File: src/rtl/dmem_arb_pkg.sv
// Shared types and constants for the data-memory arbiter.
package dmem_arb_pkg;

  typedef enum logic [1:0] {
    IDLE   = 2'd0,
    ACCESS = 2'd1,
    RESP   = 2'd2
  } state_e;

  localparam int unsigned REQ_CPU       = 0;
  localparam int unsigned REQ_LOAD      = 1;
  localparam int unsigned DEF_MEM_BYTES = 32;
  localparam int unsigned DEF_CNT_W     = 16;
  localparam int unsigned ADDR_W        = 32;
  localparam int unsigned DATA_W        = 32;

  // Word access must be aligned and lie entirely inside memory; full-width compare, no wrap.
  function automatic logic addr_err(input logic [ADDR_W-1:0] addr,
                                    input logic [ADDR_W-1:0] max_addr);
    return (addr[1:0] != 2'b00) || (addr > max_addr);
  endfunction

endpackage

File: src/rtl/rr_arbiter2.sv
// Two-way round-robin grant; holds the last-granted pointer.
module rr_arbiter2 (
  input  logic       clk,
  input  logic       rst,
  input  logic [1:0] valid,
  input  logic       en,
  output logic [1:0] grant_c,
  output logic       gid_c
);

  logic last_q, last_d;

  // On a tie the requester that did not win last time is chosen.
  always_comb begin
    gid_c   = valid[1];
    grant_c = 2'b00;
    last_d  = last_q;
    if (valid == 2'b11) gid_c = ~last_q;
    if (en && (|valid)) begin
      grant_c = gid_c ? 2'b10 : 2'b01;
      last_d  = gid_c;
    end
  end

  always_ff @(posedge clk or posedge rst) begin
    if (rst) last_q <= 1'b1;
    else     last_q <= last_d;
  end

endmodule

File: src/rtl/dmem_arbiter.sv
// Shares the data-memory port between the CPU LSU and the loader: accept, one-cycle access, response.
module dmem_arbiter
  import dmem_arb_pkg::*;
#(
  parameter int unsigned MEM_BYTES = DEF_MEM_BYTES,
  parameter int unsigned CNT_W     = DEF_CNT_W
) (
  input  logic             clk,
  input  logic             rst,
  input  logic [1:0]       req_valid,
  output logic [1:0]       req_ready,
  input  logic [1:0]       req_we,
  input  logic [31:0]      req_addr0,
  input  logic [31:0]      req_addr1,
  input  logic [31:0]      req_wdata0,
  input  logic [31:0]      req_wdata1,
  output logic [1:0]       resp_valid,
  output logic             resp_err,
  output logic [31:0]      resp_rdata,
  output logic             mem_read,
  output logic             mem_write,
  output logic [31:0]      mem_addr,
  output logic [31:0]      mem_wdata,
  input  logic [31:0]      mem_rdata,
  output logic [CNT_W-1:0] grant_cnt0,
  output logic [CNT_W-1:0] grant_cnt1
);

  localparam logic [ADDR_W-1:0] MAX_ADDR = ADDR_W'(MEM_BYTES - 4);
  localparam logic [CNT_W-1:0]  CNT_MAX  = {CNT_W{1'b1}};

  state_e             state_q, state_d;
  logic               g_q, g_d;
  logic               we_q, we_d;
  logic               err_q, err_d;
  logic [31:0]        mem_addr_q, mem_addr_d;
  logic [31:0]        mem_wdata_q, mem_wdata_d;
  logic               mem_read_q, mem_read_d;
  logic               mem_write_q, mem_write_d;
  logic [1:0]         resp_valid_q, resp_valid_d;
  logic               resp_err_q, resp_err_d;
  logic [31:0]        resp_rdata_q, resp_rdata_d;
  logic [CNT_W-1:0]   cnt0_q, cnt0_d;
  logic [CNT_W-1:0]   cnt1_q, cnt1_d;

  logic [1:0]         grant_c;
  logic               gid_c;
  logic               arb_en_c;
  logic [31:0]        sel_addr_c;
  logic [31:0]        sel_wdata_c;
  logic               sel_we_c;
  logic               sel_err_c;

  // Ready is held low during reset even though the state register already reads IDLE.
  assign arb_en_c = (state_q == IDLE) && !rst;

  rr_arbiter2 u_rr (
    .clk     (clk),
    .rst     (rst),
    .valid   (req_valid),
    .en      (arb_en_c),
    .grant_c (grant_c),
    .gid_c   (gid_c)
  );

  assign req_ready   = grant_c;
  assign sel_addr_c  = (gid_c == 1'(REQ_CPU)) ? req_addr0 : req_addr1;
  assign sel_wdata_c = (gid_c == 1'(REQ_CPU)) ? req_wdata0 : req_wdata1;
  assign sel_we_c    = req_we[gid_c];
  assign sel_err_c   = addr_err(sel_addr_c, MAX_ADDR);

  always_comb begin
    state_d      = state_q;
    g_d          = g_q;
    we_d         = we_q;
    err_d        = err_q;
    mem_addr_d   = mem_addr_q;
    mem_wdata_d  = mem_wdata_q;
    cnt0_d       = cnt0_q;
    cnt1_d       = cnt1_q;
    mem_read_d   = 1'b0;
    mem_write_d  = 1'b0;
    resp_valid_d = 2'b00;
    resp_err_d   = 1'b0;
    resp_rdata_d = 32'h0;
    case (state_q)
      IDLE: begin
        if (|grant_c) begin
          state_d     = ACCESS;
          g_d         = gid_c;
          we_d        = sel_we_c;
          err_d       = sel_err_c;
          mem_addr_d  = sel_addr_c;
          mem_wdata_d = sel_wdata_c;
          mem_write_d = !sel_err_c && sel_we_c;
          mem_read_d  = !sel_err_c && !sel_we_c;
          if (gid_c == 1'(REQ_CPU)) begin
            if (cnt0_q != CNT_MAX) cnt0_d = cnt0_q + CNT_W'(1);
          end else begin
            if (cnt1_q != CNT_MAX) cnt1_d = cnt1_q + CNT_W'(1);
          end
        end
      end
      ACCESS: begin
        state_d      = RESP;
        resp_valid_d = g_q ? 2'b10 : 2'b01;
        resp_err_d   = err_q;
        resp_rdata_d = (!err_q && !we_q) ? mem_rdata : 32'h0;
      end
      RESP:    state_d = IDLE;
      default: state_d = IDLE;
    endcase
  end

  always_ff @(posedge clk or posedge rst) begin
    if (rst) begin
      state_q      <= IDLE;
      g_q          <= 1'b0;
      we_q         <= 1'b0;
      err_q        <= 1'b0;
      mem_addr_q   <= 32'h0;
      mem_wdata_q  <= 32'h0;
      mem_read_q   <= 1'b0;
      mem_write_q  <= 1'b0;
      resp_valid_q <= 2'b00;
      resp_err_q   <= 1'b0;
      resp_rdata_q <= 32'h0;
      cnt0_q       <= '0;
      cnt1_q       <= '0;
    end else begin
      state_q      <= state_d;
      g_q          <= g_d;
      we_q         <= we_d;
      err_q        <= err_d;
      mem_addr_q   <= mem_addr_d;
      mem_wdata_q  <= mem_wdata_d;
      mem_read_q   <= mem_read_d;
      mem_write_q  <= mem_write_d;
      resp_valid_q <= resp_valid_d;
      resp_err_q   <= resp_err_d;
      resp_rdata_q <= resp_rdata_d;
      cnt0_q       <= cnt0_d;
      cnt1_q       <= cnt1_d;
    end
  end

  assign mem_read   = mem_read_q;
  assign mem_write  = mem_write_q;
  assign mem_addr   = mem_addr_q;
  assign mem_wdata  = mem_wdata_q;
  assign resp_valid = resp_valid_q;
  assign resp_err   = resp_err_q;
  assign resp_rdata = resp_rdata_q;
  assign grant_cnt0 = cnt0_q;
  assign grant_cnt1 = cnt1_q;

endmodule

File: config.mk
export PLATFORM = sky130hd
export DESIGN_NAME = dmem_arbiter
export DESIGN_NICKNAME = d
export VERILOG_FILES = /design/src/rtl/dmem_arb_pkg.sv /design/src/rtl/rr_arbiter2.sv /design/src/rtl/dmem_arbiter.sv
export SDC_FILE = /design/constraint.sdc
export NUM_CORES = 1
export LEC_CHECK = 0
export BUFFER_PORTS_ARGS = -buffer_cell sky130_fd_sc_hd__buf_4
export CORE_UTILIZATION = 42
export DETAILED_ROUTE_END_ITERATION = 8
export PLACE_DENSITY_LB_ADDON = 0.1
export SYNTH_ARGS = -nofsm -noshare
export SYNTH_HDL_FRONTEND = slang
export SYNTH_SLANG_ARGS = --single-unit
File: constraint.sdc
create_clock -name clk -period 3.85 [get_ports clk]
set_input_delay 0.1925 -clock clk [delete_from_list [all_inputs] [get_ports clk]]
set_output_delay 0.1925 -clock clk [all_outputs]
set_load 0.005 [all_outputs]
==> results.yml <==
floorplan:
  core_mm2: 0.0141
  die_w_um: 123
  rows: 43
  io_pins: 301
  dieArea_mm2: 0.0152
  die_h_um: 123
  start_util_pct: 43.7
sta:
  finalSetupViolCount: 0
  final.setup.worst_slack_ns: 1.60
  grt_setup_unrepaired: "no"
  finalCritPeriodShare_pct: 58.5
  maxSlewHeadroom_pct: 25.5
  whs_ns: 0.0448
  worst_clock_skew_ns: 0.00898
  tightest_slew_ns: 1.12
  fmax_ghz: 0.444
  slew_violations: 0
  min_period_ns: 2.25
  hold_violations: 0
  fin_setup_tns_ns: 0
global_route:
  track_usage_pct: 25.5
  grt_pass1_vias: 5740
  grt_max_degree: 90
  grt.overflow.total: 0
  antenna_found_initial: 0
  grt_pass1_wl_um: 29300
setup_path:
  crit_start: "state_q[0]$_DFFE_PP0P_"
  crit_arrival_ns: 2.58
  worstReg2RegStart: "state_q[0]$_DFFE_PP0P_"
  cp_max_fo: 72
  required_ns: 4.17
  cp-end-kind: "register"
  timing.rr.end: "mem_wdata[4]$_DFFE_PP0P_"
  cp-endpoint: "mem_wdata[4]$_DFFE_PP0P_"
  crit_type: "reg -> reg"
  crit_slowest_cell: "o21a_4"
  reg2reg_slack_ns: 1.60
  r2r_cells: 5
  cp_cell_sequence: "nor3_4, o21a_4, buf_4, nor2_1, a31oi_1"
  cp-start-kind: "register"
  max_stage_delay_ns: 0.68
power:
  p_per_area_mw_per_mm2: 492
  leakagePower_nw: 4.69
  ir_drop_mv: 0.282
clock_network:
  cts_tree: "built"
  clockBufferDepth: 2
  cts_resized: 0
  htree_levels: 4
  path_clk_slew_ns: 0.06
  cts_buffers: 17
  cts_sinks: 139
  clk_latency_ns: 0.41
  clockRootBuffer: "clkbuf_16"
detailed_routing:
  ant_nets: 0
  wire_per_inst_um: 17.1
  wl_um: 19500
  firstDrtPassIters: 5
  num_vias: 5950
  first_iter_violations: 312
  drcViolationCount: 0
  via_per_inst: 5.21
synthesis:
  syn_area_per_cell_um2: 9.84
  yosysWarnings: 0
  ys_ff_latch: 139
  synth_cells: 626
  synthArstFlopShare_pct: 100
  syn-cell-area_mm2: 0.00616
  syn-num-nets: 794
  synth_ff_type: "dfrtp_1"
  ys_seq_area_share_pct: 56.5
  synth_edf_count: 0
  synth_cell_types: 51
worst_hold_path:
  hold_path_class: "in -> reg"
finish:
  area_growth_pct: 53.7
  finalCoreUtilization_pct: 67.2
  drive_above_1_share_pct: 37.9
  nNetsFinal: 1117
  fin_area_mm2: 0.00947
job:
  drv_cap: 0
placed_design:
  placed_area_mm2: 0.00856
  port_buffers: 300
  dpl_worst_slack_ns: 1.62
  dp_hpwl_um: 14000
  gp_congestion: 0.841
outcome:
  status: "completed"
final cells by class:
cell class	count	area, um^2
Antenna cell	1	2.50
Sequential cell	139	3480
Inverter	9	37.5
Clock inverter	7	87.6
Multi-Input combinational cell	444	2500
Fill cell	1144	4630
Clock buffer	24	502
Timing Repair Buffer	338	2630
Tap cell	180	225
cell usage after synthesis, drive strengths merged (2+ instances only):
cell type | count | area, um^2
nor4b | 5 | 71.3
nor3b | 2 | 20.0
mux2 | 2 | 26.3
o21ai | 2 | 10.0
nor2 | 78 | 295
clkbuf | 15 | 56.3
buf | 19 | 106
a41oi | 2 | 17.5
nand2 | 141 | 529
nand3 | 12 | 77.6
and2 | 33 | 206
inv | 9 | 33.8
and3 | 3 | 20.0
dfrtp | 138 | 3450
a21oi | 4 | 23.8
a31oi | 65 | 407
nor3 | 17 | 113
xnor2 | 3 | 26.3
ha | 2 | 25.0
nand4 | 10 | 81.3
mux2i | 3 | 30.0
nor4 | 25 | 203
xor2 | 23 | 201
and4 | 2 | 17.5
metrics by stage:
| step | power, W | cells |
|---|---|---|
| after floorplan | 0.00236 | 626 |
| after global placement | 0.00300 | 1078 |
| after detailed placement | 0.00303 | 1078 |
| after CTS | 0.00469 | 1140 |
| after global routing | 0.00489 | 1141 |
| final | 0.00465 | 1142 |
logic make-up after synthesis:
family | synth area share (%)
simple gates | 27.0
xor+xnor | 3.70
fa+ha+maj | 0.406
flops | 56.5
mux | 0.914
buf+inv | 3.19
compound gates | 8.33
how the worst min path moves through the flow:
stage | startpoint | to | slack [ns] | depth (start not counted)
after floorplan | mem_rdata[0] | resp_rdata[0]$_DFF_PP0_ | 0.32 | 1
after global placement | mem_rdata[17] | resp_rdata[17]$_DFF_PP0_ | 0.40 | 2
after detailed placement | mem_rdata[18] | resp_rdata[18]$_DFF_PP0_ | 0.41 | 2
after CTS | mem_rdata[0] | resp_rdata[0]$_DFF_PP0_ | 0.004 | 2
after global routing | req_wdata1[26] | mem_wdata[26]$_DFFE_PP0P_ | 0.03 | 3
final | req_wdata1[26] | mem_wdata[26]$_DFFE_PP0P_ | 0.04 | 3
power breakdown:
group	internal (W)	total [W]	switching (W)	leakage, nW
clock	0.00103	0.00162	0.000590	0.292
sequential	0.00171	0.00193	0.000219	1.70
combinational	0.000607	0.00110	0.000493	2.70
state kept, by name, summed over array words and instances, names as in the netlist:
name and count:
mem_addr 32, mem_wdata 32, resp_rdata 32, grant_cnt0 16, grant_cnt1 16, resp_valid 2, state_q 2, err_q 1
g_q 1, mem_read 1, mem_write 1, resp_err 1, u_rr.last_q 1, we_q 1
worst max-delay path, delay by kind of cell, from the launching register on:
family | cells | cell delay, ns
compound gates | 2 | 0.84
simple gates | 2 | 0.47
buf+inv | 1 | 0.43
flops | 1 | 0.40
layer usage:
metal	global-route usage [%]	wire (um)	up-vias
li1	-	-	2784
met1	30.1	7490	2875
met2	43.1	9830	262
met3	8.58	1890	29
met4	9.56	322	0
met5	0	0	-
repair_timing:
action,4_1_cts,5_1_grt
hold buffers,31,1
hold endpoints to repair,31,1
setup buffers,0,0
cells in the final DEF (no fill, tap or decap), types with 2 or more instances in the layout:
cell type      synthesis  routed
nor4_2                 5       5
nor3_2                 1       2
o21ai_0                2       2
a21oi_1                3       3
clkbuf_8               0       5
nor4_1                19      19
xnor2_1                3       3
dfrtp_1              138     138
clkinvlp_4             0       2
a31oi_1               65      65
xor2_1                23      23
nor4b_2                2       2
nand4_1                7       7
nor3_4                 2       2
and3_1                 2       2
nand2_1              141     141
and4_1                 2       2
inv_1                  9       8
nand3_1               10      10
dlygate4sd3_1          0      32
nor3_1                14      13
and2_1                33      33
mux2i_1                3       3
nor2_1                77      77
a41oi_1                2       2
nor4b_1                2       2
clkbuf_1              15       2
buf_4                  2     305
nand4_2                3       3
clkbuf_16              0      17
ha_1                   2       2
bufinv_16              0       2
clkinv_2               0       4
(Power assumes the default switching activity.)
